$ cat config.mk
export PLATFORM = sky130hd
export DESIGN_NAME = alu_arbiter
export DESIGN_NICKNAME = d
export VERILOG_FILES = /design/src/rtl/alu_ctrl_pkg.sv /design/src/rtl/alu_arbiter_rr_arb2.sv /design/src/rtl/alu_arbiter.sv
export SDC_FILE = /design/constraint.sdc
export NUM_CORES = 1
export LEC_CHECK = 0
export CAP_MARGIN = 5
export CORE_AREA = 5 5 115 117
export CTS_CLUSTER_DIAMETER = 30
export CTS_CLUSTER_SIZE = 8
export DETAILED_ROUTE_END_ITERATION = 12
export DIE_AREA = 0 0 120 122
export DONT_BUFFER_PORTS = 1
export GPL_ROUTABILITY_DRIVEN = 0
export SYNTH_ARGS = -nofsm -noshare
export SYNTH_HDL_FRONTEND = slang
export SYNTH_SLANG_ARGS = --single-unit
$ cat constraint.sdc
create_clock -name clk -period 3.6 [get_ports clk]
set_input_delay 0.36 -clock clk [delete_from_list [all_inputs] [get_ports clk]]
set_output_delay 0.36 -clock clk [all_outputs]
set_load 0.02 [all_outputs]
$ cat src/rtl/alu_ctrl_pkg.sv
// Shared definitions for the ALU request arbiter: opcode values, controller states,
// flag bit positions inside {z,n,c,v} and the opcode-legality decode.
package alu_ctrl_pkg;

   localparam int OP_W = 5;

   localparam logic [OP_W-1:0] OP_NOP = 5'h00;
   localparam logic [OP_W-1:0] OP_LD  = 5'h01;
   localparam logic [OP_W-1:0] OP_ADD = 5'h03;
   localparam logic [OP_W-1:0] OP_SUB = 5'h04;
   localparam logic [OP_W-1:0] OP_AND = 5'h05;
   localparam logic [OP_W-1:0] OP_OR  = 5'h06;
   localparam logic [OP_W-1:0] OP_XOR = 5'h07;
   localparam logic [OP_W-1:0] OP_NOT = 5'h08;
   localparam logic [OP_W-1:0] OP_SL  = 5'h09;
   localparam logic [OP_W-1:0] OP_SR  = 5'h0A;

   localparam int FLAG_Z = 3;
   localparam int FLAG_N = 2;
   localparam int FLAG_C = 1;
   localparam int FLAG_V = 0;

   typedef enum logic [1:0] {
      ST_IDLE = 2'd0,
      ST_EXEC = 2'd1,
      ST_RESP = 2'd2
   } state_e;

   function automatic logic is_legal_op(input logic [OP_W-1:0] op);
      logic legal_s;
      case (op)
         OP_LD, OP_ADD, OP_SUB, OP_AND, OP_OR,
         OP_XOR, OP_NOT, OP_SL, OP_SR: legal_s = 1'b1;
         default:                      legal_s = 1'b0;
      endcase
      return legal_s;
   endfunction

endpackage

$ cat src/rtl/alu_arbiter_rr_arb2.sv
// Two-way round-robin grant: a lone requester always wins; on a tie the port
// that was not served last wins.
module rr_arb2 (
   input  logic [1:0] valid,
   input  logic       last,
   output logic [1:0] grant
);

   // One-hot grant decode
   always_comb begin
      grant = 2'b00;
      case (valid)
         2'b01:   grant = 2'b01;
         2'b10:   grant = 2'b10;
         2'b11:   grant = last ? 2'b01 : 2'b10;
         default: grant = 2'b00;
      endcase
   end

endmodule

$ cat src/rtl/alu_arbiter.sv
// Front end that shares one combinational ALU between two requesters: one op in
// flight, operands latched on accept, result/flags registered until the owner takes them.
import alu_ctrl_pkg::*;

module alu_arbiter #(
   parameter int WIDTH = 32,
   parameter int OPW   = 5
) (
   input  logic               clk,
   input  logic               rst,
   input  logic [1:0]         req_valid,
   output logic [1:0]         req_ready,
   input  logic [2*WIDTH-1:0] req_a,
   input  logic [2*WIDTH-1:0] req_b,
   input  logic [2*OPW-1:0]   req_op,
   output logic [1:0]         rsp_valid,
   input  logic [1:0]         rsp_ready,
   output logic [WIDTH-1:0]   rsp_result,
   output logic [3:0]         rsp_flags,
   output logic               rsp_err,
   output logic [WIDTH-1:0]   alu_busA,
   output logic [WIDTH-1:0]   alu_busB,
   output logic [OPW-1:0]     alu_operation,
   input  logic [WIDTH-1:0]   alu_result,
   input  logic [3:0]         alu_flags,
   output logic [15:0]        ops_done
);

   state_e           state_r;
   state_e           state_next_s;
   logic [1:0]       grant_s;
   logic             last_grant_r;
   logic             owner_r;
   logic             err_r;
   logic             accept_s;
   logic             rsp_take_s;
   logic             legal_s;
   logic [WIDTH-1:0] a_sel_s;
   logic [WIDTH-1:0] b_sel_s;
   logic [OPW-1:0]   op_sel_s;
   logic [3:0]       flags_cap_s;
   logic [1:0]       req_ready_s;
   logic [WIDTH-1:0] bus_a_r;
   logic [WIDTH-1:0] bus_b_r;
   logic [OPW-1:0]   alu_op_r;
   logic [1:0]       rsp_valid_r;
   logic [WIDTH-1:0] rsp_result_r;
   logic [3:0]       rsp_flags_r;
   logic             rsp_err_r;
   logic [15:0]      ops_done_r;

   rr_arb2 u_rr_arb2 (
      .valid (req_valid),
      .last  (last_grant_r),
      .grant (grant_s)
   );

   assign accept_s   = (state_r == ST_IDLE) && (grant_s != 2'b00);
   assign rsp_take_s = (state_r == ST_RESP) && rsp_ready[owner_r];
   assign legal_s    = is_legal_op(OP_W'(op_sel_s));

   // Steer the granted port's operands toward the latch
   always_comb begin
      a_sel_s  = req_a[WIDTH-1:0];
      b_sel_s  = req_b[WIDTH-1:0];
      op_sel_s = req_op[OPW-1:0];
      if (grant_s[1]) begin
         a_sel_s  = req_a[2*WIDTH-1:WIDTH];
         b_sel_s  = req_b[2*WIDTH-1:WIDTH];
         op_sel_s = req_op[2*OPW-1:OPW];
      end else begin
         a_sel_s  = req_a[WIDTH-1:0];
         b_sel_s  = req_b[WIDTH-1:0];
         op_sel_s = req_op[OPW-1:0];
      end
   end

   // Flags captured at the end of EXEC; an illegal op reports all-zero flags
   always_comb begin
      flags_cap_s = 4'b0000;
      if (!err_r) begin
         flags_cap_s[FLAG_Z] = alu_flags[FLAG_Z];
         flags_cap_s[FLAG_N] = alu_flags[FLAG_N];
         flags_cap_s[FLAG_C] = alu_flags[FLAG_C];
         flags_cap_s[FLAG_V] = alu_flags[FLAG_V];
      end else begin
         flags_cap_s = 4'b0000;
      end
   end

   // FSM state register
   always_ff @(posedge clk or posedge rst) begin
      if (rst) begin
         state_r <= ST_IDLE;
      end else begin
         state_r <= state_next_s;
      end
   end

   // FSM next-state logic
   always_comb begin
      state_next_s = state_r;
      case (state_r)
         ST_IDLE: begin
            if (accept_s) begin
               state_next_s = ST_EXEC;
            end else begin
               state_next_s = ST_IDLE;
            end
         end
         ST_EXEC: state_next_s = ST_RESP;
         ST_RESP: begin
            if (rsp_take_s) begin
               state_next_s = ST_IDLE;
            end else begin
               state_next_s = ST_RESP;
            end
         end
         default: state_next_s = ST_IDLE;
      endcase
   end

   // FSM outputs: ready must answer valid in the same cycle, so it stays combinational
   always_comb begin
      req_ready_s = 2'b00;
      if (state_r == ST_IDLE) begin
         req_ready_s = grant_s;
      end else begin
         req_ready_s = 2'b00;
      end
   end

   // Operand latch and ALU opcode drive; the opcode is only non-zero during EXEC
   always_ff @(posedge clk or posedge rst) begin
      if (rst) begin
         bus_a_r  <= '0;
         bus_b_r  <= '0;
         alu_op_r <= '0;
         owner_r  <= 1'b0;
         err_r    <= 1'b0;
      end else if (accept_s) begin
         bus_a_r  <= a_sel_s;
         bus_b_r  <= b_sel_s;
         alu_op_r <= legal_s ? op_sel_s : '0;
         owner_r  <= grant_s[1];
         err_r    <= ~legal_s;
      end else if (state_r == ST_EXEC) begin
         alu_op_r <= '0;
      end
   end

   // Response registers: loaded at the close of EXEC, held until the owner accepts
   always_ff @(posedge clk or posedge rst) begin
      if (rst) begin
         rsp_valid_r  <= 2'b00;
         rsp_result_r <= '0;
         rsp_flags_r  <= 4'b0000;
         rsp_err_r    <= 1'b0;
      end else if (state_r == ST_EXEC) begin
         rsp_valid_r  <= owner_r ? 2'b10 : 2'b01;
         rsp_result_r <= err_r ? '0 : alu_result;
         rsp_flags_r  <= flags_cap_s;
         rsp_err_r    <= err_r;
      end else if (rsp_take_s) begin
         rsp_valid_r  <= 2'b00;
      end
   end

   // Completion counter and round-robin history
   always_ff @(posedge clk or posedge rst) begin
      if (rst) begin
         ops_done_r   <= 16'd0;
         last_grant_r <= 1'b1;
      end else if (rsp_take_s) begin
         ops_done_r   <= ops_done_r + 16'd1;
         last_grant_r <= owner_r;
      end
   end

   assign req_ready     = req_ready_s;
   assign rsp_valid     = rsp_valid_r;
   assign rsp_result    = rsp_result_r;
   assign rsp_flags     = rsp_flags_r;
   assign rsp_err       = rsp_err_r;
   assign alu_busA      = bus_a_r;
   assign alu_busB      = bus_b_r;
   assign alu_operation = alu_op_r;
   assign ops_done      = ops_done_r;

endmodule

==> flow_metrics.env, run 1 <==
export IMPL_syn_mean_instance_area_um2=11.15
export IMPL_antenna_found_initial=2
export IMPL_setup_viol=0
export IMPL_finalCriticalPeriod_ns=3.002
export IMPL_drive_gt1_share_pct=9.800
export IMPL_post_cts_resized=0
export IMPL_cp_data_arrival_time_ns=2.64
export IMPL_drt_iter0_drc=229
export IMPL_power_total_mw=6.764
export IMPL_pwr_density_cell_nw_per_um2=1060
export IMPL_instances_no_fill=652
export IMPL_grt_max_degree=78
export IMPL_die_h_um=122
export IMPL_dp_cells=617
export IMPL_ys_ff_latch=129
export IMPL_p_leak_nw=2.953
export IMPL_rows=41
export IMPL_finalClockSkew_ns=0.01582
export IMPL_port_buffers=0
export IMPL_first_pass_iters=5
export IMPL_relSlewSlack_pct=20.54
export IMPL_dpl_hpwl_mm=10.76
export IMPL_worst_pin_slew_ns=1.189
export IMPL_cts_buffers=17
export IMPL_post_cts_buffers=0
export IMPL_die_area_um2=14640
export IMPL_synthTopCellsByArea="dfrtp_1, a221o_1, and3_1"
export IMPL_finalSetupTns_ns=0
export IMPL_clkTransAtPathRegs_ns=0.07
export IMPL_required_ns=3.24
export IMPL_drc=0
export IMPL_finalHoldViolCount=0
export IMPL_rsz0062_at_grt="false"
export IMPL_path_class="flip-flop to output port"
export IMPL_tritoncts="built"
export IMPL_post_route_period_util_pct=83.39
export IMPL_grt_pass1_vias=4107
export IMPL_gr_total_overflow=0
export IMPL_startpoint_type="flip-flop"
export IMPL_final_antenna_net_count=0
export IMPL_yosysTopAreaCell="dfrtp_1"
export IMPL_cts_num_sinks=129
export IMPL_async_flop_share_pct=100.0
export IMPL_die_x_um=120
export IMPL_nets=668
export IMPL_synthFlopType="dfrtp_1"
export IMPL_hold_class="input pin to flip-flop"
export IMPL_worstSkewPairLatency_ns=0.41
export IMPL_clock_path_buffers=2
export IMPL_endpoint_kind="output port"
export IMPL_crit_fanout=65
export IMPL_vias=4007
export IMPL_maxSlewViolCount=0
export IMPL_synth_warnings=0
export IMPL_ctsHoldBuffers=1
export IMPL_cap_violations=0
export IMPL_syn_inst=502
export IMPL_outcome="finished clean"
export IMPL_fmax_mhz=333.1
export IMPL_fin_util_pct=52.04
export IMPL_core_um2=12260
export IMPL_ys_types=37
export IMPL_synth_edf_count=0
export IMPL_ir_drop_mv=0.4447
export IMPL_synth_seq_area_share_pct=57.71
export IMPL_wl_per_cell_um=23.05
export IMPL_ios=306
export IMPL_wl_mm=15.03
export IMPL_track_usage_pct=20.12
export IMPL_grt_pass1_wl_mm=23.00
export IMPL_viasPerCell=6.146
export IMPL_syn_nets=683
export IMPL_synth_top_area_share_pct=57.25
export IMPL_syn2layout_area_growth_pct=14.02
export IMPL_post_synth_instance_area_um2=5595
export IMPL_htree_levels=4
export IMPL_initial_core_util_pct=45.64
export IMPL_fin_hold_ws_ns=0.09437
export IMPL_cts_root_buf="clkbuf_16"
[per-layer routing]
| metal | wire length, um | vias up | track usage [%] |
|---|---|---|---|
| li1 | - | 1825 | - |
| met1 | 5502 | 1957 | 22.83 |
| met2 | 7560 | 202 | 32.67 |
| met3 | 1624 | 23 | 9.471 |
| met4 | 344 | 0 | 8.661 |
| met5 | 0 | - | 0 |
[cell type report]
class                      instances  area [um^2]
timing repair buffer               8        62.56
sequential                       129         3229
tap                              150        187.7
inverter                           4        18.77
multi-input combinational        327         2225
fill                            1053         5881
clock inverter                    12        205.2
antenna                            2        5.005
clock buffer                      20        446.7
[critical path, stage by stage, from the launching register on]
cell and delay (ns):
dfrtp_1 0.43, nor2_4 0.93, o21ai_4 0.14, nor2_4 0.11
buf_4 0.58
[where the power goes]
group	internal, mW	switching [mW]
Sequential	2.05	1.29
Clock	1.26	0.633
Combinational	0.725	0.810
Total	4.03	2.73
[layout by cell type, fill, tap and decap left out, drive strengths merged, types with 2 or more instances in the layout]
cell      instances
a21o              2
a21oi             4
a221o            64
a32o              2
and3             66
buf               7
bufinv            5
clkbuf           20
clkinv            2
clkinvlp          3
dfrtp           128
diode             2
inv               6
mux2              2
mux2i             3
nand2            51
nand2b           38
nand3             7
nand4             5
nor2              7
nor2b             2
nor3              3
nor4              3
nor4b             2
o21ai            41
o22ai             2
xnor2            10
xor2              5
[cell usage after synthesis (2+ instances only)]
master      n
dfrtp_1   128
and3_1     66
a221o_1    64
nand2_1    51
o21ai_0    40
nand2b_1   38
clkbuf_1   35
xnor2_1    10
nand3_1     7
nor2_1      7
nand4_1     5
xor2_1      5
a21oi_1     4
buf_2       4
inv_1       4
buf_1       3
mux2i_1     3
a21o_1      2
a32o_1      2
mux2_2      2
nor2b_1     2
nor3_1      2
nor4_2      2
nor4b_1     2
o22ai_1     2
[flip-flops by register name, indices dropped and copies added, names as in the netlist]
signal,flops
alu_busA,32
rsp_result,32
alu_operation,5
owner_r,1
rsp_valid,2
rsp_err,1
ops_done,16
alu_busB,32
err_r,1
rsp_flags,4
state_r,2
last_grant_r,1
[logic make-up (layout without fill, tap and decap cells)]
family / count (synthesis) / in the layout / synth area share (%)
AO/OA/AOI/OAI: 119 / 119 / 17.04
buffers and inverters: 46 / 44 / 3.175
multiplexers: 5 / 5 / 0.9392
other: 0 / 2 / 0
flip-flops: 129 / 129 / 57.71
AND/OR/NAND/NOR: 187 / 187 / 18.56
adder cells (fa/ha/maj): 1 / 1 / 0.2236
XOR/XNOR: 15 / 15 / 2.348
[metrics by stage]
stage,instance area (um^2),setup slack [ns]
3_5_place_dp,5713,1.046
4_1_cts,6375,0.6048
5_1_grt,6377,0.3557
2_1_floorplan,5599,1.646
3_3_place_gp,5713,1.115
6_report,6380,0.5979
[worst paths after layout]
check / from / endpoint / slack [ns] / cells after the start
max in group asynchronous: rst / alu_busB[7] / 2.49 / 3
worst min register to register: last_grant_r / last_grant_r / 0.56 / 2
worst max-delay path: state_r[1] / req_ready[0] / 0.60 / 4
min in group asynchronous: rst / alu_busA[21] / 0.59 / 3
worst min-delay path: req_b[17] / alu_busB[17] / 0.09 / 1
worst max register to register: state_r[1] / alu_busB[1] / 1.03 / 5
Note: power is estimated with default switching activity, not from simulation.
==> run 2, diff against run 1 <==
Clock period 3.6 ns to 3.05 ns, I/O delays scaled along.
==> flow_metrics.env, run 2 (synthesis gave the netlist of run 1 again) <==
export IMPL_critical_path_reg2reg_startpoint="state_r[0]"
export IMPL_cp_num_buf_inv=1
export IMPL_finalHoldViolCount=0
export IMPL_pwr_density_cell_nw_per_um2=1222
export IMPL_core_um2=12260
export IMPL_drt_iter0_drc=263
export IMPL_rsz0062_at_grt="false"
export IMPL_dpl_hpwl_mm=10.98
export IMPL_drc=0
export IMPL_setup_ws_ns=0.2589
export IMPL_maxSlewViolCount=0
export IMPL_worst_pin_slew_ns=1.211
export IMPL_setup_viol=0
export IMPL_initial_core_util_pct=45.64
export IMPL_cts_num_sinks=129
export IMPL_power_switching_mw=3.256
export IMPL_r2r_end="alu_busA[15]"
export IMPL_post_cts_buffers=0
export IMPL_antenna_found_initial=2
export IMPL_grt_max_degree=74
export IMPL_nets=670
export IMPL_hold_class="input pin to flip-flop"
export IMPL_cts_root_buf="clkbuf_16"
export IMPL_die_x_um=120
export IMPL_finalSetupTns_ns=0
export IMPL_syn2layout_area_growth_pct=12.63
export IMPL_hp_start="req_b[17]"
export IMPL_reg2reg_slack_ns=0.51
export IMPL_track_usage_pct=20.95
export IMPL_die_h_um=122
export IMPL_grt_pass1_wl_mm=23.76
export IMPL_clkTransAtPathRegs_ns=0.06
export IMPL_endpoint_kind="output port"
export IMPL_cp_data_arrival_time_ns=2.49
export IMPL_internal_power_mw=4.447
export IMPL_final_antenna_net_count=0
export IMPL_reg2regPathDepth=4
export IMPL_startpoint_type="flip-flop"
export IMPL_path_common_cell="nor2_4"
export IMPL_p_leak_nw=2.919
export IMPL_vias=4069
export IMPL_ios=306
export IMPL_instances_no_fill=653
export IMPL_ir_drop_mv=0.4954
export IMPL_crit_fanout=33
export IMPL_switching_share_pct=42.27
export IMPL_worst_path_max_delay_cell="nor2_4"
export IMPL_seqPwrFrac_pct=51.4
export IMPL_first_pass_iters=4
export IMPL_final_common_cell="dfrtp_1"
export IMPL_place_area_um2=5733
export IMPL_worstSkewPairLatency_ns=0.41
export IMPL_cpLargestDelayFamily="simple AND/OR/NAND/NOR gates"
export IMPL_fmax_mhz=358.3
export IMPL_post_route_period_util_pct=91.51
export IMPL_met2_usage_pct=33.19
export IMPL_path_class="flip-flop to output port"
export IMPL_dp_cells=618
export IMPL_cap_violations=0
export IMPL_wl_mm=15.77
export IMPL_finalClockSkew_ns=0.008127
export IMPL_required_ns=2.74
export IMPL_outcome="finished clean"
export IMPL_grt_pass1_vias=4100
export IMPL_fin_util_pct=51.40
export IMPL_cts_buffers=17
export IMPL_min_to="alu_busB[17]"
export IMPL_clock_path_buffers=2
export IMPL_die_area_um2=14640
export IMPL_gr_total_overflow=0
export IMPL_met3_usage_pct=9.285
export IMPL_finalCriticalPeriod_ns=2.791
export IMPL_final_cell_mix="dfrtp_1, and3_1, a221o_1"
export IMPL_rows=41
export IMPL_gr_max_usage_layer="met2"
export IMPL_tritoncts="built"
export IMPL_p_comb_share_pct=24.2
export IMPL_post_cts_resized=0
export IMPL_clockPowerShare_pct=24.4
export IMPL_post_route_cell_area_um2=6302
export IMPL_worst_hold_path_num_cells=1
export IMPL_htree_levels=4
export IMPL_viasPerCell=6.231
export IMPL_port_buffers=0
export IMPL_wl_per_cell_um=24.16
export IMPL_drive_gt1_share_pct=9.960
export IMPL_dp_slack_ns=0.2088
export IMPL_critPathMaxStageDelay_ns=0.67
export IMPL_grtUsageMet1_pct=25.53
export IMPL_relSlewSlack_pct=19.15
export IMPL_path_cells="nor2_4 > o21ai_4 > nor2_4 > buf_4"
==> run 2: changes by cell type in the layout (fill, tap and decap cells not counted) <==
cell / change
clkinv_2: +4
inv_6: -3
clkbuf_1: +1
clkinvlp_4: +1
clkbuf_8: +1
bufinv_16: -4
diode_2: -1
buf_12: +1
nor2_2: +1
==> run 2: worst max-delay path by stage <==
| stage | from | slack (ns) | cells past startpoint | endpoint |
|---|---|---|---|---|
| floorplan | rst | 1.15 | 1 | alu_busA[0] |
| global placement | state_r[1] | 0.36 | 4 | alu_busA[20] |
| detailed placement | state_r[1] | 0.21 | 4 | alu_busA[15] |
| CTS | state_r[0] | 0.22 | 4 | req_ready[0] |
| global route | state_r[0] | 0.08 | 4 | req_ready[0] |
| finish | state_r[0] | 0.26 | 4 | req_ready[0] |
==> run 2: repair_timing <==
| action | 4_1_cts | 5_1_grt |
|---|---|---|
| hold buffers | 1 | 0 |
| setup endpoints to repair | 1 | 0 |
| hold endpoints to repair | 28 | 0 |
==> run 2: power groups by stage <==
| stage | clock network [mW] | registers [mW] | logic, mW |
|---|---|---|---|
| 6_report | 1.88 | 3.96 | 1.87 |
| 5_1_grt | 2.00 | 4.05 | 2.10 |
| 4_1_cts | 1.92 | 3.97 | 1.88 |
| 3_5_place_dp | 0 | 3.96 | 1.88 |
| 3_3_place_gp | 0 | 3.98 | 1.76 |
| 2_1_floorplan | 0 | 3.67 | 1.60 |
==> run 2: metal layers <==
layer	up-vias	routed length (um)	part of all wire [%]
met3	27	1597	10
met2	218	7835	50
met1	1999	6030	38
met4	0	311	2.0
li1	1825	-	-
met5	-	0	0
==> run 2: area by class of cell <==
cell class,instances,area (um^2)
multi-input cells,328,2231
clock buffers,22,464.2
fillers,1084,5958
repair buffers,9,82.58
inverters,4,18.77
flip-flops and latches,129,3229
clock inverters,10,86.33
diodes,1,2.502
well taps,150,187.7
==> run 2: per-stage QoR <==
stage	hold WS (ns)	power (mW)
global placement	0.2949	5.732
global route	0.02037	8.151
CTS	0.02272	7.768
floorplan	0.4499	5.269
detailed placement	0.3071	5.834
finish	0.04104	7.703
==> run 3, diff against run 2 <==
Settings changed: CELL_PAD_IN_SITES_DETAIL_PLACEMENT set to 0, CELL_PAD_IN_SITES_GLOBAL_PLACEMENT set to 1, CORE_AREA 5 5 115 117 to unset, CORE_MARGIN set to 5, CORE_UTILIZATION set to 46, DIE_AREA 0 0 120 122 to unset, PLACE_DENSITY_LB_ADDON set to 0.1.
==> flow_metrics.env, run 3 (synthesis gave the netlist of run 1 again) <==
export IMPL_outcome="finished clean"
export IMPL_cp_data_arrival_time_ns=2.10
export IMPL_syn2layout_area_growth_pct=13.17
export IMPL_multi_input_area_um2=2225
export IMPL_hp_start="req_b[20]"
export IMPL_initial_core_util_pct=46.78
export IMPL_finalCriticalPeriod_ns=2.405
export IMPL_cpLargestDelayFamily="buffers and inverters"
export IMPL_die_x_um=120.3
export IMPL_seqPwrFrac_pct=50.6
export IMPL_rows=40
export IMPL_instances_no_fill=650
export IMPL_dp_slack_ns=0.9737
export IMPL_drt_iter0_drc=278
export IMPL_path_class="flip-flop to output port"
export IMPL_fmax_mhz=415.7
export IMPL_pwr_density_cell_nw_per_um2=1236
export IMPL_setup_viol=0
export IMPL_track_usage_pct=21.63
export IMPL_p_comb_share_pct=23.5
export IMPL_ios=306
export IMPL_finalClockSkew_ns=0.01457
export IMPL_clockPowerShare_pct=25.9
export IMPL_clkTransAtPathRegs_ns=0.06
export IMPL_cts_num_sinks=129
export IMPL_final_common_cell="dfrtp_1"
export IMPL_tritoncts="built"
export IMPL_worst_pin_slew_ns=1.024
export IMPL_path_common_cell="nor2_4"
export IMPL_relSlewSlack_pct=31.46
export IMPL_r2r_end="alu_busB[0]"
export IMPL_critical_path_reg2reg_startpoint="state_r[1]"
export IMPL_startpoint_type="flip-flop"
export IMPL_ir_drop_mv=0.5157
export IMPL_first_pass_iters=5
export IMPL_reg2regPathDepth=5
export IMPL_core_um2=11960
export IMPL_cts_root_buf="clkbuf_16"
export IMPL_wl_mm=15.93
export IMPL_setup_ws_ns=0.6446
export IMPL_drc=0
export IMPL_required_ns=2.74
export IMPL_rsz0062_at_grt="false"
export IMPL_finalHoldViolCount=0
export IMPL_crit_fanout=65
export IMPL_reg2reg_slack_ns=1.02
export IMPL_grt_max_degree=66
export IMPL_cp_num_buf_inv=1
export IMPL_critPathMaxStageDelay_ns=0.61
export IMPL_fill_cells=1031
export IMPL_cap_violations=0
export IMPL_dpl_hpwl_mm=11.30
export IMPL_final_cell_mix="dfrtp_1, and3_1, a221o_1"
export IMPL_maxSlewViolCount=0
export IMPL_post_route_period_util_pct=78.86
export IMPL_post_cts_buffers=0
export IMPL_final_antenna_net_count=0
export IMPL_ff_latch_area_um2=3229
export IMPL_hold_class="input pin to flip-flop"
export IMPL_die_h_um=120.3
export IMPL_worst_hold_path_num_cells=1
export IMPL_gr_total_overflow=0
export IMPL_worstSkewPairLatency_ns=0.41
export IMPL_viasPerCell=6.152
export IMPL_min_to="alu_busB[20]"
export IMPL_port_buffers=0
export IMPL_vias=3999
export IMPL_finalSetupTns_ns=0
export IMPL_p_leak_nw=2.933
export IMPL_wl_per_cell_um=24.51
export IMPL_grt_pass1_wl_mm=24.27
export IMPL_clock_path_buffers=2
export IMPL_cts_buffers=17
export IMPL_internal_power_mw=4.591
export IMPL_antenna_found_initial=2
export IMPL_htree_levels=4
export IMPL_nets=669
export IMPL_switching_share_pct=41.32
export IMPL_worst_path_max_delay_cell="buf_4"
export IMPL_path_cells="nor2_4 > o21ai_4 > nor2_4 > buf_4"
export IMPL_die_area_um2=14470
export IMPL_power_switching_mw=3.233
export IMPL_dp_cells=615
export IMPL_grt_pass1_vias=4207
export IMPL_endpoint_kind="output port"
export IMPL_drive_gt1_share_pct=9.780
run 3: cell types whose count changed in the layout (fill, tap and decap cells not counted):
| cell | previous run | this run |
|---|---|---|
| diode_2 | 1 | 2 |
| nor2_2 | 1 | 0 |
| bufinv_16 | 1 | 3 |
| clkinv_4 | 1 | 0 |
| clkbuf_8 | 2 | 1 |
run 3: repair_timing:
item | CTS | global route
hold endpoints to repair | 36 | 0
gates resized for setup | 0 | 0
hold buffers | 1 | 0
run 3: cell type report:
| type | count | share of cell area [%] |
|---|---|---|
| timing repair buffer | 9 | 1.304 |
| clock inverter | 11 | 2.173 |
| inverter | 4 | 0.2964 |
| sequential | 129 | 51.00 |
| tap | 147 | 2.905 |
| clock buffer | 21 | 7.113 |
| antenna | 2 | 0.07904 |
| multi-input combinational | 327 | 35.13 |
run 3: how the worst max path moves through the flow:
stage	startpoint	end	slack, ns	cells after the start
floorplan	rst	alu_busA[0]	1.15	1
global placement	req_valid[0]	alu_operation[1]	0.98	4
detailed placement	req_valid[0]	alu_operation[1]	0.97	4
CTS	state_r[1]	req_ready[0]	0.63	4
global route	state_r[1]	req_ready[0]	0.51	4
finish	state_r[1]	req_ready[0]	0.64	4
run 3: power groups by stage:
stage	combinational (mW)	clock, mW	sequential [mW]
after global placement	1.77	0	4.01
after floorplan	1.60	0	3.67
after CTS	1.86	2.07	3.98
after global routing	2.08	2.15	4.06
after detailed placement	1.88	0	3.98
final	1.84	2.03	3.96
run 3: through the flow:
step / utilization (%) / hold slack [ns] / area (um^2) / power, mW
floorplan: - / 0.4499 / 5599 / 5.269
global placement: 47.90 / 0.3852 / 5729 / 5.780
detailed placement: 47.90 / 0.3972 / 5729 / 5.862
CTS: 52.90 / 0.01816 / 6327 / 7.907
global route: 52.94 / 0.01906 / 6332 / 8.283
finish: 52.94 / 0.03517 / 6332 / 7.824
run 3: layer usage:
metal,up-vias,GRT usage (%),wire [um]
met5,-,0,0
met4,0,9.278,323
met3,18,8.606,1471
met2,195,35.83,8243
met1,1966,24.93,5891
li1,1820,-,-
